$ cat config.mk
export PLATFORM = sky130hd
export DESIGN_NAME = alu_seq_flat
export DESIGN_NICKNAME = d
export VERILOG_FILES = /design/src/rtl/alu_seq_pkg.sv /design/src/rtl/alu_seq_if.sv /design/src/rtl/alu_seq_mul.sv /design/src/rtl/alu_seq.sv /design/src/flat_wrapper.sv
export SDC_FILE = /design/constraint.sdc
export NUM_CORES = 1
export LEC_CHECK = 0
export BUFFER_PORTS_ARGS = -buffer_cell sky130_fd_sc_hd__clkbuf_2
export CAP_MARGIN = 20
export CORE_UTILIZATION = 30
export DETAILED_ROUTE_END_ITERATION = 16
export PLACE_DENSITY = 0.49
export SLEW_MARGIN = 40
export SYNTH_ARGS = -nofsm -noshare
export SYNTH_HDL_FRONTEND = slang
export SYNTH_HIERARCHICAL = 1
export SYNTH_SLANG_ARGS = --single-unit
$ cat constraint.sdc
create_clock -name clk -period 1.95 [get_ports clk]
set_input_delay 0 -clock clk [delete_from_list [all_inputs] [get_ports clk]]
set_output_delay 0 -clock clk [all_outputs]
set_load 0.01 [all_outputs]
$ cat src/rtl/alu_seq_pkg.sv
// Purpose: shared types and constants for the sequential accumulator ALU (alu_seq).
// Latency: n/a, declarations only.
// Backpressure: n/a. Optional multiplier is enabled by defining ALU_SEQ_MUL_EN.
package alu_seq_pkg;

  localparam int W_DEFAULT  = 8;
  localparam int MW_DEFAULT = 4;

  // Operation encoding on the low four bits of the mode field.
  typedef enum logic [3:0] {
    MODE_ADD  = 4'd0,
    MODE_ASL  = 4'd1,
    MODE_XNOR = 4'd2,
    MODE_HALF = 4'd3,
    MODE_LDA  = 4'd4,
    MODE_STA  = 4'd5,
    MODE_NEG  = 4'd6,
    MODE_SUB  = 4'd7,
    MODE_MUL  = 4'd8
  } mode_e;

  // Any low-nibble value at or above this completes as an illegal op.
  localparam logic [3:0] MODE_ILLEGAL_MIN = 4'd9;

  typedef enum logic {
    S_IDLE = 1'b0,
    S_MUL  = 1'b1
  } state_e;

endpackage

$ cat src/rtl/alu_seq_if.sv
// Purpose: control-unit <-> ALU bundle (start/mode/operands in, status/result out).
// Latency: n/a, wiring only.
// Backpressure: start is only taken while busy is low; master must re-issue otherwise.
interface alu_seq_if
  import alu_seq_pkg::*;
#(
  parameter int W  = W_DEFAULT,
  parameter int MW = MW_DEFAULT
) ();

  logic          start;
  logic [MW-1:0] mode;
  logic [W-1:0]  ac;
  logic [W-1:0]  dr;
  logic          busy;
  logic          done;
  logic          illegal;
  logic          e;
  logic [W-1:0]  result;

  modport master (
    output start, mode, ac, dr,
    input  busy, done, illegal, e, result
  );

  modport slave (
    input  start, mode, ac, dr,
    output busy, done, illegal, e, result
  );

endinterface

$ cat src/rtl/alu_seq_mul.sv
// Purpose: unsigned iterative shift-add multiplier, one partial product per cycle.
// Latency: W cycles after go; done/prod are combinational during the last step.
// Backpressure: go is only legal while busy is low; the owner gates it.
module alu_seq_mul #(
  parameter int W = 8
) (
  input  logic           clk,
  input  logic           rst,
  input  logic           go,
  input  logic [W-1:0]   a,
  input  logic [W-1:0]   b,
  output logic           busy,
  output logic           done,
  output logic [2*W-1:0] prod
);

  localparam int CW = (W > 2) ? $clog2(W) : 1;

  logic           r_busy;
  logic [CW-1:0]  r_cnt;
  logic [2*W-1:0] r_acc;
  logic [2*W-1:0] r_a;
  logic [W-1:0]   r_b;
  logic [2*W-1:0] w_acc_nxt;

  // Add the shifted multiplicand when the current multiplier bit is set.
  assign w_acc_nxt = r_acc + (r_b[0] ? r_a : '0);

  // prod is the accumulator after this cycle's step, so the owner can
  // capture the final product on the same edge that ends the run.
  assign busy = r_busy;
  assign done = r_busy && (r_cnt == CW'(W - 1));
  assign prod = w_acc_nxt;

  // Load operands on go, then shift-add once per cycle until W steps are done.
  always_ff @(posedge clk) begin
    if (rst) begin
      r_busy <= 1'b0;
      r_cnt  <= '0;
      r_acc  <= '0;
      r_a    <= '0;
      r_b    <= '0;
    end else if (go) begin
      r_busy <= 1'b1;
      r_cnt  <= '0;
      r_acc  <= '0;
      r_a    <= {{W{1'b0}}, a};
      r_b    <= b;
    end else if (r_busy) begin
      r_acc <= w_acc_nxt;
      r_a   <= r_a << 1;
      r_b   <= r_b >> 1;
      r_cnt <= r_cnt + CW'(1);
      if (done) begin
        r_busy <= 1'b0;
      end
    end
  end

endmodule

$ cat src/rtl/alu_seq.sv
// Purpose: clocked accumulator ALU (ADD/ASL/XNOR/HALF/LDA/STA/NEG/SUB, MUL when ALU_SEQ_MUL_EN).
// Latency: 1 cycle accept-to-done for single-cycle and illegal ops, W+1 for MUL.
// Backpressure: start ignored while busy (no queueing); result/e hold until the next completion.
module alu_seq
  import alu_seq_pkg::*;
#(
  parameter int W  = W_DEFAULT,
  parameter int MW = MW_DEFAULT
) (
  input  logic     clk,
  input  logic     rst,
  alu_seq_if.slave bus
);

  state_e       r_state;
  state_e       w_state_nxt;
  logic [W-1:0] r_result;
  logic [W-1:0] w_result_nxt;
  logic         r_e;
  logic         w_e_nxt;
  logic         r_done;
  logic         w_done_nxt;
  logic         r_illegal;
  logic         w_illegal_nxt;
  logic [W:0]   w_sum;
  logic [3:0]   w_mode_lo;
  logic         w_mode_hi_nz;
  logic         w_mode_bad;

  // Only the low nibble carries an opcode; anything set above it is illegal.
  assign w_mode_lo    = bus.mode[3:0];
  assign w_mode_hi_nz = |(bus.mode >> 4);
  assign w_mode_bad   = w_mode_hi_nz || (w_mode_lo >= MODE_ILLEGAL_MIN);

`ifdef ALU_SEQ_MUL_EN
  logic           w_mul_go;
  logic           w_mul_busy;
  logic           w_mul_done;
  logic [2*W-1:0] w_mul_prod;

  alu_seq_mul #(
    .W(W)
  ) u_mul (
    .clk  (clk),
    .rst  (rst),
    .go   (w_mul_go),
    .a    (bus.ac),
    .b    (bus.dr),
    .busy (w_mul_busy),
    .done (w_mul_done),
    .prod (w_mul_prod)
  );

  assign bus.busy = w_mul_busy;
`else
  assign bus.busy = 1'b0;
`endif

  assign bus.done    = r_done;
  assign bus.illegal = r_illegal;
  assign bus.e       = r_e;
  assign bus.result  = r_result;

  // Next-state and next-output logic: accept in IDLE, finish MUL on the last step.
  always_comb begin
    w_state_nxt   = r_state;
    w_result_nxt  = r_result;
    w_e_nxt       = r_e;
    w_done_nxt    = 1'b0;
    w_illegal_nxt = 1'b0;
    w_sum         = '0;
`ifdef ALU_SEQ_MUL_EN
    w_mul_go      = 1'b0;
`endif
    case (r_state)
      S_IDLE: begin
        if (bus.start) begin
          if (w_mode_bad) begin
            w_done_nxt    = 1'b1;
            w_illegal_nxt = 1'b1;
          end else begin
            w_done_nxt = 1'b1;
            case (w_mode_lo)
              MODE_ADD: begin
                w_sum        = {1'b0, bus.ac} + {1'b0, bus.dr};
                w_result_nxt = w_sum[W-1:0];
                w_e_nxt      = w_sum[W];
              end
              MODE_ASL: begin
                w_result_nxt = {bus.dr[W-2:0], 1'b0};
                w_e_nxt      = bus.dr[W-1];
              end
              MODE_XNOR: begin
                w_result_nxt = ~(bus.ac ^ bus.dr);
                w_e_nxt      = 1'b0;
              end
              MODE_HALF: begin
                w_result_nxt = {1'b0, bus.dr[W-1:1]};
                w_e_nxt      = bus.dr[0];
              end
              MODE_LDA: begin
                w_result_nxt = bus.dr;
                w_e_nxt      = 1'b0;
              end
              MODE_STA: begin
                w_result_nxt = bus.ac;
                w_e_nxt      = 1'b0;
              end
              MODE_NEG: begin
                // Carry out of ~dr + 1 is set exactly when dr is zero.
                w_sum        = {1'b0, ~bus.dr} + {{W{1'b0}}, 1'b1};
                w_result_nxt = w_sum[W-1:0];
                w_e_nxt      = w_sum[W];
              end
              MODE_SUB: begin
                // e=1 means no borrow (ac >= dr).
                w_sum        = {1'b0, bus.ac} + {1'b0, ~bus.dr} + {{W{1'b0}}, 1'b1};
                w_result_nxt = w_sum[W-1:0];
                w_e_nxt      = w_sum[W];
              end
`ifdef ALU_SEQ_MUL_EN
              MODE_MUL: begin
                w_done_nxt  = 1'b0;
                w_mul_go    = 1'b1;
                w_state_nxt = S_MUL;
              end
`endif
              default: begin
                w_illegal_nxt = 1'b1;
              end
            endcase
          end
        end
      end
      S_MUL: begin
`ifdef ALU_SEQ_MUL_EN
        if (w_mul_done) begin
          w_result_nxt = w_mul_prod[W-1:0];
          w_e_nxt      = |w_mul_prod[2*W-1:W];
          w_done_nxt   = 1'b1;
          w_state_nxt  = S_IDLE;
        end
`else
        w_state_nxt = S_IDLE;
`endif
      end
      default: begin
        w_state_nxt = S_IDLE;
      end
    endcase
  end

  // State and output registers; reset also aborts an in-flight multiply.
  always_ff @(posedge clk) begin
    if (rst) begin
      r_state   <= S_IDLE;
      r_result  <= '0;
      r_e       <= 1'b0;
      r_done    <= 1'b0;
      r_illegal <= 1'b0;
    end else begin
      r_state   <= w_state_nxt;
      r_result  <= w_result_nxt;
      r_e       <= w_e_nxt;
      r_done    <= w_done_nxt;
      r_illegal <= w_illegal_nxt;
    end
  end

endmodule

$ cat src/flat_wrapper.sv
// flat-port wrapper written by rule: the top's interface ports become plain ports
module alu_seq_flat import alu_seq_pkg::*;
#(
  parameter int W  = W_DEFAULT,
  parameter int MW = MW_DEFAULT
)
  (clk, rst, bus_start, bus_mode, bus_ac, bus_dr, bus_busy, bus_done, bus_illegal, bus_e, bus_result);
  alu_seq_if #(.W(W), .MW(MW)) bus_i ();
  input  logic clk;
  input  logic rst;
  input wire logic [$bits(bus_i.start)-1:0] bus_start;
  input wire logic [$bits(bus_i.mode)-1:0] bus_mode;
  input wire logic [$bits(bus_i.ac)-1:0] bus_ac;
  input wire logic [$bits(bus_i.dr)-1:0] bus_dr;
  output wire logic [$bits(bus_i.busy)-1:0] bus_busy;
  output wire logic [$bits(bus_i.done)-1:0] bus_done;
  output wire logic [$bits(bus_i.illegal)-1:0] bus_illegal;
  output wire logic [$bits(bus_i.e)-1:0] bus_e;
  output wire logic [$bits(bus_i.result)-1:0] bus_result;
  assign bus_i.start = bus_start;
  assign bus_i.mode = bus_mode;
  assign bus_i.ac = bus_ac;
  assign bus_i.dr = bus_dr;
  assign bus_busy = bus_i.busy;
  assign bus_done = bus_i.done;
  assign bus_illegal = bus_i.illegal;
  assign bus_e = bus_i.e;
  assign bus_result = bus_i.result;
  alu_seq #(.W(W), .MW(MW)) u_core (.clk(clk), .rst(rst), .bus(bus_i));
endmodule
==> impl_metrics.py <==
metrics = {
    "run_status": {
        "status": "completed",
    },
    "global_routing": {
        "grt_max_degree": 15,
        "grt_pass1_wl_um": 9850,
        "antenna_found_initial": 0,
        "grt_overflow": 0,
        "grt_pass1_vias": 2012,
        "groute.usage.overall_pct": 20.3,
    },
    "synthesis": {
        "synth_async_sr_flop_share_pct": 0,
        "ys_seq_area_share_pct": 12.2,
        "synthDistinctLibCells": 58,
        "synthCells": 252,
        "synthMuxAreaShare_pct": 5.00,
        "synth-seq-cells": 11,
        "syn_area_um2": 1800,
        "synth-xor-area-share_pct": 3.41,
        "synth-edff-count": 0,
        "synth_ff_type": "dfxtp_1",
        "synth_simple_gate_area_share_pct": 26.3,
        "yosysWarningCount": 6,
        "avgSynthCellArea_um2": 7.14,
        "syn-num-nets": 295,
        "synth_top_family_by_area": "compound AO/OA/AOI/OAI gates",
        "synthAdderAreaFrac_pct": 14.7,
        "synth-compound-area-share_pct": 29.7,
    },
    "cts": {
        "cts_resized": 0,
        "cts.path.max_buffers": 2,
        "cts-hold-fix-buffers": 0,
        "cts_root_buf": "clkbuf_8",
        "clk_latency_ns": 0.24,
        "cts_tree": "yes",
        "clkSinkCount": 11,
        "cts_setup_buffers": 0,
        "cts_buffers": 3,
        "clk_pin_slew_worst_paths_ns": 0.07,
        "h-tree-depth": 1,
    },
    "placed_design": {
        "place_ws_ns": 0.00125,
        "place.gp.congestion": 0.875,
        "io_buffers": 33,
        "post-dp-hpwl_um": 4880,
    },
    "timing": {
        "fin_tns_setup_ns": 0,
        "worst_slack_ns": 0.255,
        "worst_slew_pin_slew_ns": 0.486,
        "finalMaxSlewViolations": 0,
        "finClkSkew_ns": 0,
        "fin_crit_ns": 1.69,
        "rsz0062_at_grt": "false",
        "hold_viol": 0,
        "finalCritPeriodShare_pct": 86.9,
        "fmax_mhz": 590,
        "finalSetupViolations": 0,
        "slew-limit-headroom_pct": 66.8,
    },
    "die": {
        "io_pins": 35,
        "start_util_pct": 31.9,
        "die_h_um": 79.5,
        "die_w_um": 79.5,
        "core-area_um2": 5640,
        "fp-row-count": 27,
        "die_area_um2": 6320,
    },
    "worst_setup_path": {
        "worstPathCellList": "clkbuf_2, ha_1, inv_1, fa_1, o21bai_1, a21oi_2, o31ai_1, xnor2_1, nor3_1, nor4_1",
        "worst_ep_arrival_time_ns": 1.85,
        "crit_fanout": 4,
        "worstSetupPathType": "in -> reg",
        "required_ns": 2.11,
        "cpMaxStageDelayCell": "fa_1",
        "start_kind": "input port",
        "end_kind": "register",
        "max_stage_delay_ns": 0.42,
    },
    "worst_hold_path": {
        "hold_path.class": "in -> reg",
    },
    "drt": {
        "ant_nets": 0,
        "vias": 1999,
        "finalWirelength_um": 6170,
        "avgRoutedWirePerCell_um": 16.6,
        "drtIter0Drc": 82,
        "firstDrtPassIters": 5,
        "viasPerCell": 5.37,
        "drc_errors": 0,
    },
    "cells_and_area": {
        "drive_gt1_share_pct": 23.7,
        "n_antenna_cell": 0,
        "nNetsFinal": 344,
        "syn2layout_area_growth_pct": 23.1,
    },
    "power": {
        "peakVddDrop_mv": 0.219,
        "powerDensity_nw_per_um2": 453,
        "p_leak_nw": 0.997,
    },
    "run": {
        "maxCapViolations": 0,
    },
}
registers in the layout (all words and copies together) (netlist names):
| signal | cells |
|---|---|
| u_core/bus.illegal | 1 |
| u_core/bus.e | 1 |
| u_core/bus.done | 1 |
| u_core/bus.result | 8 |
synth_stat cells (3+ instances only):
cell / instances / area [um^2]
inv_1: 22 / 82.6
nor2_1: 22 / 82.6
a21oi_1: 20 / 100
nor3_1: 20 / 100
ha_1: 18 / 225
o21ai_0: 13 / 65.1
dfxtp_1: 11 / 220
mux2i_1: 9 / 90.1
nand2_1: 9 / 33.8
nand2b_1: 8 / 50.1
buf_2: 7 / 35.0
xnor2_1: 7 / 61.3
nor2b_1: 6 / 37.5
nor4_1: 5 / 31.3
nand3_1: 4 / 20.0
o211ai_1: 4 / 30.0
o21bai_1: 4 / 30.0
a211o_1: 3 / 26.3
a31oi_1: 3 / 18.8
and3_1: 3 / 18.8
clkbuf_1: 3 / 11.3
o22ai_1: 3 / 18.8
o31ai_1: 3 / 22.5
routing by layer:
metal  global-route usage, %  part of all wire, %
met1                    26.5                   48
met5                       0                    0
met2                    34.3                   46
met4                    6.91                  2.4
met3                    2.06                  4.1
critical path: cells and delay by family:
family,cells,cell delay [ns]
compound gates,3,0.64
buf+inv,2,0.19
simple gates,2,0.27
fa+ha+maj,2,0.60
xor+xnor,1,0.16
stage by stage:
step                      hold slack (ns)  instance area, um^2  util (%)  power (mW)  std cells
after global placement              0.272                 2170      38.5       0.738        368
after floorplan                    0.0791                 1800         -       0.560        252
after CTS                          0.0259                 2220      39.3        1.00        372
after global routing               0.0389                 2220      39.3        1.06        372
final                              0.0209                 2220      39.3        1.00        372
after detailed placement            0.281                 2170      38.5       0.736        368
area by class of cell:
class	count	area, um^2
flip-flops and latches	11	220
clock buffers	4	45.0
well taps	72	90.1
multi-input cells	205	1430
repair buffers	57	345
inverters	23	86.3
fillers	595	3430
kinds of logic (layout without fill, tap and decap cells):
kind of cell | after synthesis | in the layout
xor+xnor | 7 | 7
compound gates | 78 | 78
buf+inv | 36 | 84
mux | 9 | 9
fa+ha+maj | 20 | 20
other cells | 1 | 1
flops | 11 | 11
simple gates | 90 | 90
placed cells by master (no fill, tap or decap), types with 4 or more instances in the layout:
cell type | netlist | routed
clkbuf_2 | 0 | 33
buf_4 | 2 | 24
inv_1 | 22 | 22
nor2_1 | 22 | 22
nor3_1 | 20 | 20
a21oi_1 | 20 | 20
ha_1 | 18 | 18
o21ai_0 | 13 | 13
dfxtp_1 | 11 | 11
nand2_1 | 9 | 9
mux2i_1 | 9 | 9
nand2b_1 | 8 | 8
xnor2_1 | 7 | 7
nor2b_1 | 6 | 6
nor4_1 | 5 | 5
o21bai_1 | 4 | 4
o211ai_1 | 4 | 4
nand3_1 | 4 | 4
report_power, final:
group	total (mW)	switching, mW	internal, mW	leakage, nW
clock network	0.266	0.121	0.145	0.0228
logic	0.489	0.284	0.204	0.884
registers	0.249	0.00747	0.241	0.0907
total	1.00	0.413	0.590	0.997
path summary, 6_finish.rpt:
kind,end,slack [ns],from,depth (start not counted)
max,u_core/bus.result[6],0.26,bus_dr[0],10
min,u_core/bus.done,0.02,bus_start,2
max reg2reg,u_core/bus.result[7],0.99,u_core/bus.result[7],3
min reg2reg,u_core/bus.result[0],0.49,u_core/bus.result[0],2
Power figures use the tool's default switching activity.
